===== config.mk =====
export PLATFORM = sky130hd
export DESIGN_NAME = div_unit_flat
export DESIGN_NICKNAME = d
export VERILOG_FILES = /design/src/rtl/div_unit_if.sv /design/src/rtl/div_unit.sv /design/src/flat_wrapper.sv
export SDC_FILE = /design/constraint.sdc
export NUM_CORES = 1
export LEC_CHECK = 0
export BUFFER_PORTS_ARGS = -buffer_cell sky130_fd_sc_hd__buf_2
export CAP_MARGIN = 10
export CORE_MARGIN = 3
export CORE_UTILIZATION = 30
export DETAILED_ROUTE_END_ITERATION = 8
export GPL_TIMING_DRIVEN = 0
export MAX_ROUTING_LAYER = met4
export SYNTH_ARGS = -nofsm -noshare
export SYNTH_HDL_FRONTEND = slang
export SYNTH_SLANG_ARGS = --single-unit

===== constraint.sdc =====
create_clock -name clk -period 8.52 [get_ports clk]
set_input_delay 1.704 -clock clk [delete_from_list [all_inputs] [get_ports clk]]
set_output_delay 1.704 -clock clk [all_outputs]
set_load 0.01 [all_outputs]

===== src/rtl/div_unit_if.sv =====
// rtl/div_unit_if.sv - E-stage request / HI-LO response bundle for the divider
interface div_unit_if #(
  parameter int WIDTH = 32
);
  logic                 start;
  logic                 signed_div;
  logic [WIDTH-1:0]     a;
  logic [WIDTH-1:0]     b;
  logic                 annul;
  logic                 stall_div;
  logic                 ready;
  logic [2*WIDTH-1:0]   result;

  modport master (
    output start, signed_div, a, b, annul,
    input  stall_div, ready, result
  );

  modport slave (
    input  start, signed_div, a, b, annul,
    output stall_div, ready, result
  );
endinterface


===== src/rtl/div_unit.sv =====
// rtl/div_unit.sv - multi-cycle radix-2 restoring divider (DIV/DIVU), HI=rem LO=quo
module div_unit #(
  parameter int WIDTH = 32
) (
  input logic       clk,
  input logic       rst,
  div_unit_if.slave bus
);
  localparam int CW = $clog2(WIDTH);

  typedef enum logic [1:0] {IDLE, BUSY, DONE} state_t;

  state_t               state;
  state_t               stateNext;
  logic [CW-1:0]        counter;
  logic [WIDTH-1:0]     remR;
  logic [WIDTH-1:0]     quoR;
  logic [WIDTH-1:0]     absB;
  logic                 negQ;
  logic                 negR;
  logic [2*WIDTH-1:0]   resultR;

  logic                 accept;
  logic                 lastStep;
  logic [WIDTH-1:0]     absAIn;
  logic [WIDTH-1:0]     absBIn;
  logic [WIDTH:0]       shifted;
  logic [WIDTH:0]       trial;
  logic [WIDTH-1:0]     remStep;
  logic [WIDTH-1:0]     quoStep;
  logic [WIDTH-1:0]     remFinal;
  logic [WIDTH-1:0]     quoFinal;

  // Operand magnitudes and one restoring step; the quotient register doubles as the dividend shifter.
  always_comb begin
    absAIn   = (bus.signed_div && bus.a[WIDTH-1]) ? ({WIDTH{1'b0}} - bus.a) : bus.a;
    absBIn   = (bus.signed_div && bus.b[WIDTH-1]) ? ({WIDTH{1'b0}} - bus.b) : bus.b;
    shifted  = {remR, quoR[WIDTH-1]};
    trial    = shifted - {1'b0, absB};
    remStep  = trial[WIDTH] ? shifted[WIDTH-1:0] : trial[WIDTH-1:0];
    quoStep  = {quoR[WIDTH-2:0], ~trial[WIDTH]};
    quoFinal = negQ ? ({WIDTH{1'b0}} - quoStep) : quoStep;
    remFinal = negR ? ({WIDTH{1'b0}} - remStep) : remStep;
  end

  // State register.
  always_ff @(posedge clk) begin
    if (rst) begin
      state <= IDLE;
    end else begin
      state <= stateNext;
    end
  end

  // Next-state and handshake outputs; annul overrides everything, including the final BUSY step.
  always_comb begin
    stateNext     = state;
    accept        = 1'b0;
    lastStep      = 1'b0;
    bus.stall_div = bus.start && (state != DONE) && !bus.annul;
    bus.ready     = (state == DONE) && !bus.annul;
    case (state)
      IDLE: begin
        accept = bus.start && !bus.annul;
        if (accept) begin
          stateNext = (bus.b == '0) ? DONE : BUSY;
        end
      end
      BUSY: begin
        lastStep = (counter == CW'(WIDTH - 1));
        if (lastStep) begin
          stateNext = DONE;
        end
      end
      DONE: stateNext = IDLE;
      default: stateNext = IDLE;
    endcase
    if (bus.annul) begin
      stateNext = IDLE;
    end
  end

  // Datapath: latch magnitudes/signs on accept, iterate in BUSY, publish the result on completion.
  always_ff @(posedge clk) begin
    if (rst) begin
      counter <= '0;
      remR    <= '0;
      quoR    <= '0;
      absB    <= '0;
      negQ    <= 1'b0;
      negR    <= 1'b0;
      resultR <= '0;
    end else if (accept) begin
      counter <= '0;
      remR    <= '0;
      quoR    <= absAIn;
      absB    <= absBIn;
      negQ    <= bus.signed_div && (bus.a[WIDTH-1] ^ bus.b[WIDTH-1]);
      negR    <= bus.signed_div && bus.a[WIDTH-1];
      if (bus.b == '0) begin
        resultR <= {bus.a, {WIDTH{1'b1}}};
      end
    end else if (state == BUSY && !bus.annul) begin
      counter <= counter + 1'b1;
      remR    <= remStep;
      quoR    <= quoStep;
      if (lastStep) begin
        resultR <= {remFinal, quoFinal};
      end
    end
  end

  assign bus.result = resultR;
endmodule

===== src/flat_wrapper.sv =====
// flat-port wrapper written by rule: the top's interface ports become plain ports
module div_unit_flat 
#(
  parameter int WIDTH = 32
)
  (clk, rst, bus_start, bus_signed_div, bus_a, bus_b, bus_annul, bus_stall_div, bus_ready, bus_result);
  div_unit_if #(.WIDTH(WIDTH)) bus_i ();
  input logic clk;
  input logic rst;
  input wire logic [$bits(bus_i.start)-1:0] bus_start;
  input wire logic [$bits(bus_i.signed_div)-1:0] bus_signed_div;
  input wire logic [$bits(bus_i.a)-1:0] bus_a;
  input wire logic [$bits(bus_i.b)-1:0] bus_b;
  input wire logic [$bits(bus_i.annul)-1:0] bus_annul;
  output wire logic [$bits(bus_i.stall_div)-1:0] bus_stall_div;
  output wire logic [$bits(bus_i.ready)-1:0] bus_ready;
  output wire logic [$bits(bus_i.result)-1:0] bus_result;
  assign bus_i.start = bus_start;
  assign bus_i.signed_div = bus_signed_div;
  assign bus_i.a = bus_a;
  assign bus_i.b = bus_b;
  assign bus_i.annul = bus_annul;
  assign bus_stall_div = bus_i.stall_div;
  assign bus_ready = bus_i.ready;
  assign bus_result = bus_i.result;
  div_unit #(.WIDTH(WIDTH)) u_core (.clk(clk), .rst(rst), .bus(bus_i));
endmodule

After elaboration in Yosys (flattened, before gate mapping) --
Cells that the tools add are included.
Word-level totals: bits in registers 169, output and inout port bits 66
Operators by class: mux-type cells 17, equality and inequality tests 7, bitwise gates (word level) 2, reduce and logical (&&, ||, !) cells 17, add/sub/neg operators 6
Operator list (count):
- $mux W64 | 4
- $mux W32 | 7
- $sub A1 B32 Y32 const A | 4
- $sub A33 B32 Y33 | 1
- $logic_not A32 Y1 | 1
- $logic_and A1 B1 Y1 | 8
- $mux W2 | 3
- $add A5 B1 Y5 const B | 1
- $eq A5 B5 Y1 const B | 1
- $ne A2 B1 Y1 const B | 2
- $ne A2 B2 Y1 const B | 2
- $pmux W2 S2 | 1
- $reduce_bool A2 Y1 | 2
- $reduce_or A2 Y1 | 2
- $reduce_and A3 Y1 | 1
- $eq A2 B1 Y1 const B | 1
- $eq A2 B2 Y1 const B | 1
- $logic_not A2 Y1 | 1
- $mux W1 | 2
- $reduce_and A2 Y1 | 1
- $logic_not A1 Y1 | 1
- $not A1 Y1 | 1
- $xor A1 B1 Y1 | 1

Depth between registers and ports, before layout --
Gate-level depths: netlist (run 1).
depth after elaboration 7, mapped depth 23, depth with buffers taken out 20

Least setup slack after synthesis (run 1) --
Ideal clock, no wire load.
path type reg2reg, start register u_core.quoR[31], end register u_core.resultR[52] (netlist: u_core.bus.result[52]), library setup time 0.087 ns, arrival 4.952 ns, path slack 3.481 ns, stages on the path, launching flop included 21, required time 8.433 ns, clock period less this slack 5.039 ns, path through dfxtp_1 > inv_1 > ha_1 > inv_1 > fa_1 > a211oi_1 > o211ai_1 > and2_1 > o2111a_1 > a211oi_4 > buf_2 > buf_1 > clkbuf_1 > mux2i_1 > ha_1 > o2111ai_1 > o32a_1 > or2_1 > o31ai_2 > xnor2_1 > a221oi_2
On the way: cells in the longest elaborated chain, start to end 7
Ends and longest elaborated chain:
- start, declared | RTL line div_unit.sv:17 | logic [WIDTH-1:0] quoR;
- start signal, assigned | RTL line div_unit.sv:96 | quoR <= absAIn;
- start signal, assigned | RTL line div_unit.sv:106 | quoR <= quoStep;
- $sub A33 B32 Y33 | RTL line div_unit.sv:39 | trial = shifted - {1'b0, absB};
- $mux W32 (*) | RTL line div_unit.sv:40 | remStep = trial[WIDTH] ? shifted[WIDTH-1:0] : trial[WIDTH-1:0];
- $sub A1 B32 Y32 | RTL line div_unit.sv:43 | remFinal = negR ? ({WIDTH{1'b0}} - remStep) : remStep;
- $mux W32 (*) | RTL line div_unit.sv:43
- $mux W64 (*) | RTL line div_unit.sv:107 | if (lastStep) begin
- $mux W64 (*) | RTL line div_unit.sv:103 | end else if (state == BUSY && !bus.annul) begin
- $mux W64 (*) | RTL line div_unit.sv:93 | end else if (accept) begin
- end signal, assigned | RTL line div_unit.sv:101 | resultR <= {bus.a, {WIDTH{1'b1}}};
- end signal, assigned | RTL line div_unit.sv:108 | resultR <= {remFinal, quoFinal};
- end, declared | RTL line div_unit.sv:21 | logic [2*WIDTH-1:0] resultR;
Every way passes the cells marked *; elsewhere a longest branch is shown, timed or not. The select of a mux whose other input is x is not followed. A chain may end at the register's enable or synchronous reset.

Final worst setup path (run 1) --
start register u_core.quoR[31], end register u_core.resultR[56] (netlist: u_core.bus.result[56])
The elaborated chain is that of the path after synthesis.

==> results of run 1 <==
-- where the power goes --
part | leakage, nW | switching [W] | total, W | internal (W)
Combinational | 3.38 | 0.000407 | 0.000622 | 0.000215
Sequential | 1.37 | 0.0000295 | 0.000843 | 0.000814
Clock | 0.285 | 0.000394 | 0.000788 | 0.000393
-- per-stage QoR --
step / cells / cell area, um^2 / setup WS, ns
4_1_cts: 2231 / 13600 / 1.80
5_1_grt: 2233 / 13600 / 1.42
3_3_place_gp: 2199 / 13000 / 1.86
6_report: 2235 / 13600 / 1.73
3_5_place_dp: 2199 / 13000 / 1.85
2_1_floorplan: 1555 / 11700 / 3.48
-- sequential cells by signal, indices dropped and copies added (netlist names) --
register,flops
u_core.remR,32
u_core.state,2
u_core.counter,5
u_core.negQ,1
u_core.quoR,32
u_core.bus.result,64
u_core.absB,32
u_core.negR,1
-- metal layers --
layer	up-vias	wire length [um]
li1	5973	-
met1	5813	19600
met2	501	20400
met3	63	3300
met4	0	867
met5	-	0
-- area by class of cell --
cell class / instances / area share (%)
multi-input combinational: 1230 / 56.8
sequential: 169 / 24.9
timing repair buffer: 134 / 4.93
tap: 511 / 4.70
clock buffer: 18 / 3.16
buffer: 100 / 2.84
inverter: 56 / 1.55
clock inverter: 14 / 1.10
antenna: 3 / 0.0552
-- cells in the mapped netlist, types with 26 or more instances --
cell	instances
nand2_1	186
nor2_1	213
inv_1	55
nor3_1	35
xor2_1	69
ha_1	38
o31ai_1	26
a311oi_1	41
or3_1	30
clkbuf_1	82
xnor2_1	58
dfxtp_1	169
a211oi_1	94
a21oi_1	91
o21ai_0	77
-- worst paths after layout --
check | from | endpoint | depth (start not counted)
worst max-delay path | u_core.quoR[31] | u_core.bus.result[56] | 19
worst min-delay path | u_core.absB[31] | u_core.absB[31] | 2
worst max register to register | u_core.quoR[31] | u_core.bus.result[56] | 19
worst min register to register | u_core.absB[31] | u_core.absB[31] | 2
-- critical path, cell delays in order (launching register included) --
cell,delay [ns]
dfxtp_1,0.37
inv_1,0.08
ha_1,0.19
inv_1,0.07
fa_1,0.43
a211oi_1,0.32
o211ai_1,0.24
and2_1,0.22
o2111a_1,0.29
a211oi_4,0.48
buf_2,0.38
buf_1,0.60
clkbuf_1,0.56
mux2i_1,0.42
ha_1,0.30
o2111ai_1,0.21
o32ai_1,0.71
nor4bb_1,0.48
mux2i_1,0.24
a211oi_1,0.06
-- logic make-up after synthesis --
kind of cell	synth area share (%)
and+or+nand+nor	22.6
AOI/OAI and AO/OA	27.2
DFF	28.9
buffers and inverters	5.10
xor gates and xnor gates	9.51
adders and majority gates	4.23
muxes	2.44
==> results.md, run 1 <==
* Post-CTS setup buffers at 0
* Post-CTS sizing at 0
* DRC Markers at 0
* Grt met2 use at 34.5%
* Share of cells above drive strength 1 at 11.4%
* IO buf count at 133
* Antenna violations before repair at 1
* Clk slew on worst S/H paths at 0.07 ns
* HP Class: reg2reg
* Max Clk Rate at around 0.15 GHz
* Biggest area consumer among synthesized cells: dfxtp_1
* Cts bufs inserted at 17
* Register area at approximately 3400 um^2
* H-tree Lvls at 4
* Maxcap violations at 0
* WL/cell at between 15 and 20 um
* WP data arrival at around 7 ns
* Most frequent cells in the layout: nor2_1 (213), nand2_1 (186), dfxtp_1 (169)
* Total track usage at 21.4%
* Vias at 12.4k
* GR Util met3 at 2.65%
* Worst path required time at 8.83 ns
* Vias in the first global route at 11.5k
* Synth Cell Area at 11700 um^2
* Min Hold Slack at 0.457 ns
* CP Class: reg2reg
* Final Hold Vio Count at 0
* WL final at 44200 um
* Largest cells by area after synthesis: dfxtp_1 (29%), nor2_1 (6.8%), a211oi_1 (6.0%)
* Final setup fails at 0
* Die ar. at 41400 um^2
* Pin count of the biggest net entering global routing at 19
* Gpl congestion at 0.956
* Final Skew at 0.0157 ns
* Syn nets at 1663
* First-pass GRT wire length at between 60000 and 70000 um
* Setup TNS at 0 ns
* Placed wire-length estimate at ~36000 um
* Hold_buf cts at 0
* Clock Tree Buf Depth at 2
* Most used DFF post-synth: dfxtp_1
* CP endpoint kind: flip-flop
* Met1 usage at 28.5%
* Post-synth EDFFs at 0
* Core box area at approximately 38000 um^2
* Reg2reg setup slack at 1.73 ns
* Final Power at between 0.002 and 0.0025 W
* Final Cycle Share at 79.8%
* Grt peak-use layer: met2
* Syn Area/Cell at between 7 and 8 um^2
* Total power divided by cell area at 166 nW/um^2
* Max Transition Viols Final at 0
* Synth warn at 0
* Asr flop ratio synth at 0%
* Min Tclk post-route at 6.79 ns
* Die Wd at 203 um
* Area delta synth->final at 16.2%
* Clk_lat worst skew at 0.45 ns
* Multi-input gate area at 7720 um^2
* RSZ-0062 raised after global routing: no
* I/O pins at about 140
* FF+latch count, synth at 169
* Commonest non-fill, non-tap cell in the layout: nor2_1
* Initial DRC Count at 1109
* Run status: finished, final reports clean
* Yosys top cell area share at 28.9%
* 1st-pass router iterations at 5
* Grt ovf at 0
* DR vias/cell at about 5.5
* Pleak at 5.04 nW
* Register area share after synthesis at about 29%
* Clk sinks at 169
* Routed Antenna Nets at 0
* Die height at 203 um
* Mapped Cells at 1555
* Initial Utilization at 30.8%
* Slew HR at between 30% and 40%
* Final nets at 1816
* Finished Core Util at 35.8%
* Unique cell type count in the Yosys netlist at 80
* Maximum net fanout on the critical path at 10
* Peak VDD IR at 117 uV
* Root Driver: clkbuf_16
* Row Count at 71
* Worst setup SP type: flip-flop
* Fill cells at between 4k and 5k
* Worst Tran Pin Value at 0.951 ns
* CTS tree: built
(Power assumes the default switching activity.)
==> run 2: changes to the inputs <==
Clock period 8.52 ns to 5.63 ns, I/O delays scaled along.
==> results.md, run 2 (synthesized netlist as in run 1, its figures left out) <==
* Slew HR at 37.2% (+0.60 points)
* 1st-pass router iterations at 6 (+1)
* Clk sinks at 169 (unchanged)
* Pin count of the biggest net entering global routing at 20 (+1)
* Area delta synth->final at 16.7%
* Register area at 3380 um^2 (unchanged)
* WP data arrival at 5.75 ns (-1.36 ns)
* Worst Tran Pin Value at 0.942 ns (-0.00905 ns)
* Vias at 12.4k (+0.34%)
* WL/cell at 19.8 um (+0.26%)
* Final Skew at 0.0156 ns (-0.0000670 ns)
* Peak VDD IR at 180 uV (+54%)
* Die ar. at 41400 um^2 (unchanged)
* RSZ-0062 raised after global routing: no
* Initial DRC Count at 1118 (+0.81%)
* Final Cycle Share at 96.8% (+17 points)
* Final nets at 1817 (+0.055%)
* Max Clk Rate at 0.183 GHz (+25%)
* Switching Fraction at 36.8% (-0.10 points)
* CP endpoint kind: flip-flop
* Multi-input gate area at 7750 um^2 (+0.39%)
* Max reg flops at 64 (unchanged)
* Pleak at 5.08 nW (+0.73%)
* Fin cells at 2233 (-0.089%)
* Final Hold Vio Count at 0 (unchanged)
* Fill cells at 4130 (+0.048%)
* Final setup fails at 0 (unchanged)
* Die height at 203 um (unchanged)
* Most frequent cells in the layout: nor2_1 (213), nand2_1 (186), dfxtp_1 (169)
* Sw Pwr at 0.00126 W (+52%)
* CP Cell Sequence: inv_1 > ha_1 > inv_1 > fa_1 > a211oi_2 > o211ai_1 > and2_1 > o2111a_1 > a211oi_4 > buf_6 > clkbuf_4 > clkbuf_4 > nor2_1 > a21oi_1 > inv_1 > ha_1 > and4b_1 > inv_1 > o32a_1 > or2_1 > o31ai_2 > xnor2_1 > a221oi_2
* Total power divided by cell area at 251 nW/um^2 (+51%)
* Routed Antenna Nets at 0 (unchanged)
* Core box area at 38000 um^2 (unchanged)
* Maxcap violations at 0 (unchanged)
* Crit path top cell by count: inv_1
* Root Driver: clkbuf_16
* Crit path buf inv count at 7 (+2)
* Largest delay share family, worst path: compound AO/OA/AOI/OAI gates
* H-tree Lvls at 4 (unchanged)
* Max Transition Viols Final at 0 (unchanged)
* Placed wire-length estimate at 35700 um (unchanged)
* First-pass GRT wire length at 67200 um (-0.57%)
* Cell-internal power at 0.00216 W (+52%)
* Antenna violations before repair at 0 (-1)
* Worst setup SP type: flip-flop
* Grt ovf at 0 (unchanged)
* Die Wd at 203 um (unchanged)
* Initial Utilization at 30.8% (unchanged)
* CTS tree: built
* Clock Tree Buf Depth at 2 (unchanged)
* DR vias/cell at 5.55 (+0.43%)
* Gpl congestion at 0.956 (unchanged)
* Sequential Power Share at 37.3% (about the same)
* Share of cells above drive strength 1 at 12.1% (+0.69 points)
* Placed cells at 2199 (unchanged)
* Comb power frac at 28.0% (+0.4 points)
* CP Class: reg2reg
* Clk slew on worst S/H paths at 0.08 ns (about the same)
* Commonest non-fill, non-tap cell in the layout: nor2_1
* Clk_lat worst skew at 0.45 ns (about the same)
* Crit-path max cell delay at 0.46 ns (-0.25 ns)
* Row Count at 71 (unchanged)
* Cts bufs inserted at 17 (unchanged)
* Maximum net fanout on the critical path at 10 (unchanged)
* WL final at 44300 um (+0.17%)
* IO buf count at 133 (unchanged)
* Total track usage at 21.3% (-0.055 points)
* Antenna diodes at 0 (-3)
* Vias in the first global route at 11.5k (+0.14%)
* Finished Core Util at 35.9% (+0.15 points)
* I/O pins at 135 (unchanged)
* Clock power share at 34.7% (-0.3 points)
* Min Tclk post-route at 5.45 ns (-1.34 ns)
* HP Class: reg2reg
* Worst path required time at 5.93 ns (-2.90 ns)
* Critical Path Slowest Stage Cell: xnor2_1
* DRC Markers at 0 (unchanged)
* Run status: finished, final reports clean
-- run 2: cell types whose count changed in the layout (fill, tap and decap cells not counted), sizes merged --
cell,delta
buf,+2
clkbuf,-1
diode,-3
-- run 2: stage by stage --
| stage | hold slack [ns] | setup slack (ns) | TNS (ns) | total power [W] | area [um^2] |
|---|---|---|---|---|---|
| after floorplan | 0.432 | 0.591 | 0 | 0.00193 | 11700 |
| after global placement | 0.452 | -1.03 | -10.03 | 0.00221 | 13000 |
| after detailed placement | 0.452 | -1.04 | -10.70 | 0.00222 | 13000 |
| after CTS | 0.462 | 0.00328 | 0 | 0.00340 | 13600 |
| after global routing | 0.477 | 0.0191 | 0 | 0.00358 | 13700 |
| final | 0.457 | 0.180 | 0 | 0.00342 | 13700 |
-- run 2: final timing paths --
kind                      endpoint             from  cells past startpoint  slack, ns
max          u_core.bus.result[52]  u_core.quoR[31]                     23       0.18
min                u_core.absB[31]  u_core.absB[31]                      2       0.46
max reg2reg  u_core.bus.result[52]  u_core.quoR[31]                     23       0.18
min reg2reg        u_core.absB[31]  u_core.absB[31]                      2       0.46
-- run 2: tightest hold or removal path: cells and delay by family, from the launching register on --
| family | cells | cell delay [ns] |
|---|---|---|
| AOI/OAI and AO/OA | 1 | 0.05 |
| DFF | 1 | 0.31 |
| and+or+nand+nor | 1 | 0.05 |
-- run 2: timing repair --
item                       CTS  global route
pin swaps                    1             2
buffers inserted             1             2
resized for setup            7            12
gates cloned                 0             0
hold buffers                 0             0
setup endpoints to repair   20            12
-- run 2: metal layers --
| metal | vias to the layer above | share of wire, % | GRT usage, % |
|---|---|---|---|
| met1 | 5855 | 45 | 28.1 |
| met4 | 0 | 3.1 | 7.37 |
| met2 | 485 | 45 | 33.5 |
| met5 | - | 0 | - |
| met3 | 84 | 7.3 | 3.26 |
| li1 | 5968 | - | - |
-- run 2: power groups by stage --
stage               Sequential [W]  Combinational (W)  Clock [W]
floorplan                  0.00129           0.000641          0
global placement           0.00130           0.000911          0
detailed placement         0.00130           0.000920          0
CTS                        0.00127           0.000926    0.00120
global route               0.00128            0.00104    0.00125
finish                     0.00128           0.000958    0.00119
-- run 2: final cells by class --
class                           count  share of cell area, %
Multi-Input combinational cell   1230                   56.8
Buffer                             98                   2.93
Inverter                           56                   1.54
Clock buffer                       18                   3.14
Timing Repair Buffer              137                   5.08
Tap cell                          511                   4.68
Sequential cell                   169                   24.8
Clock inverter                     14                   1.10
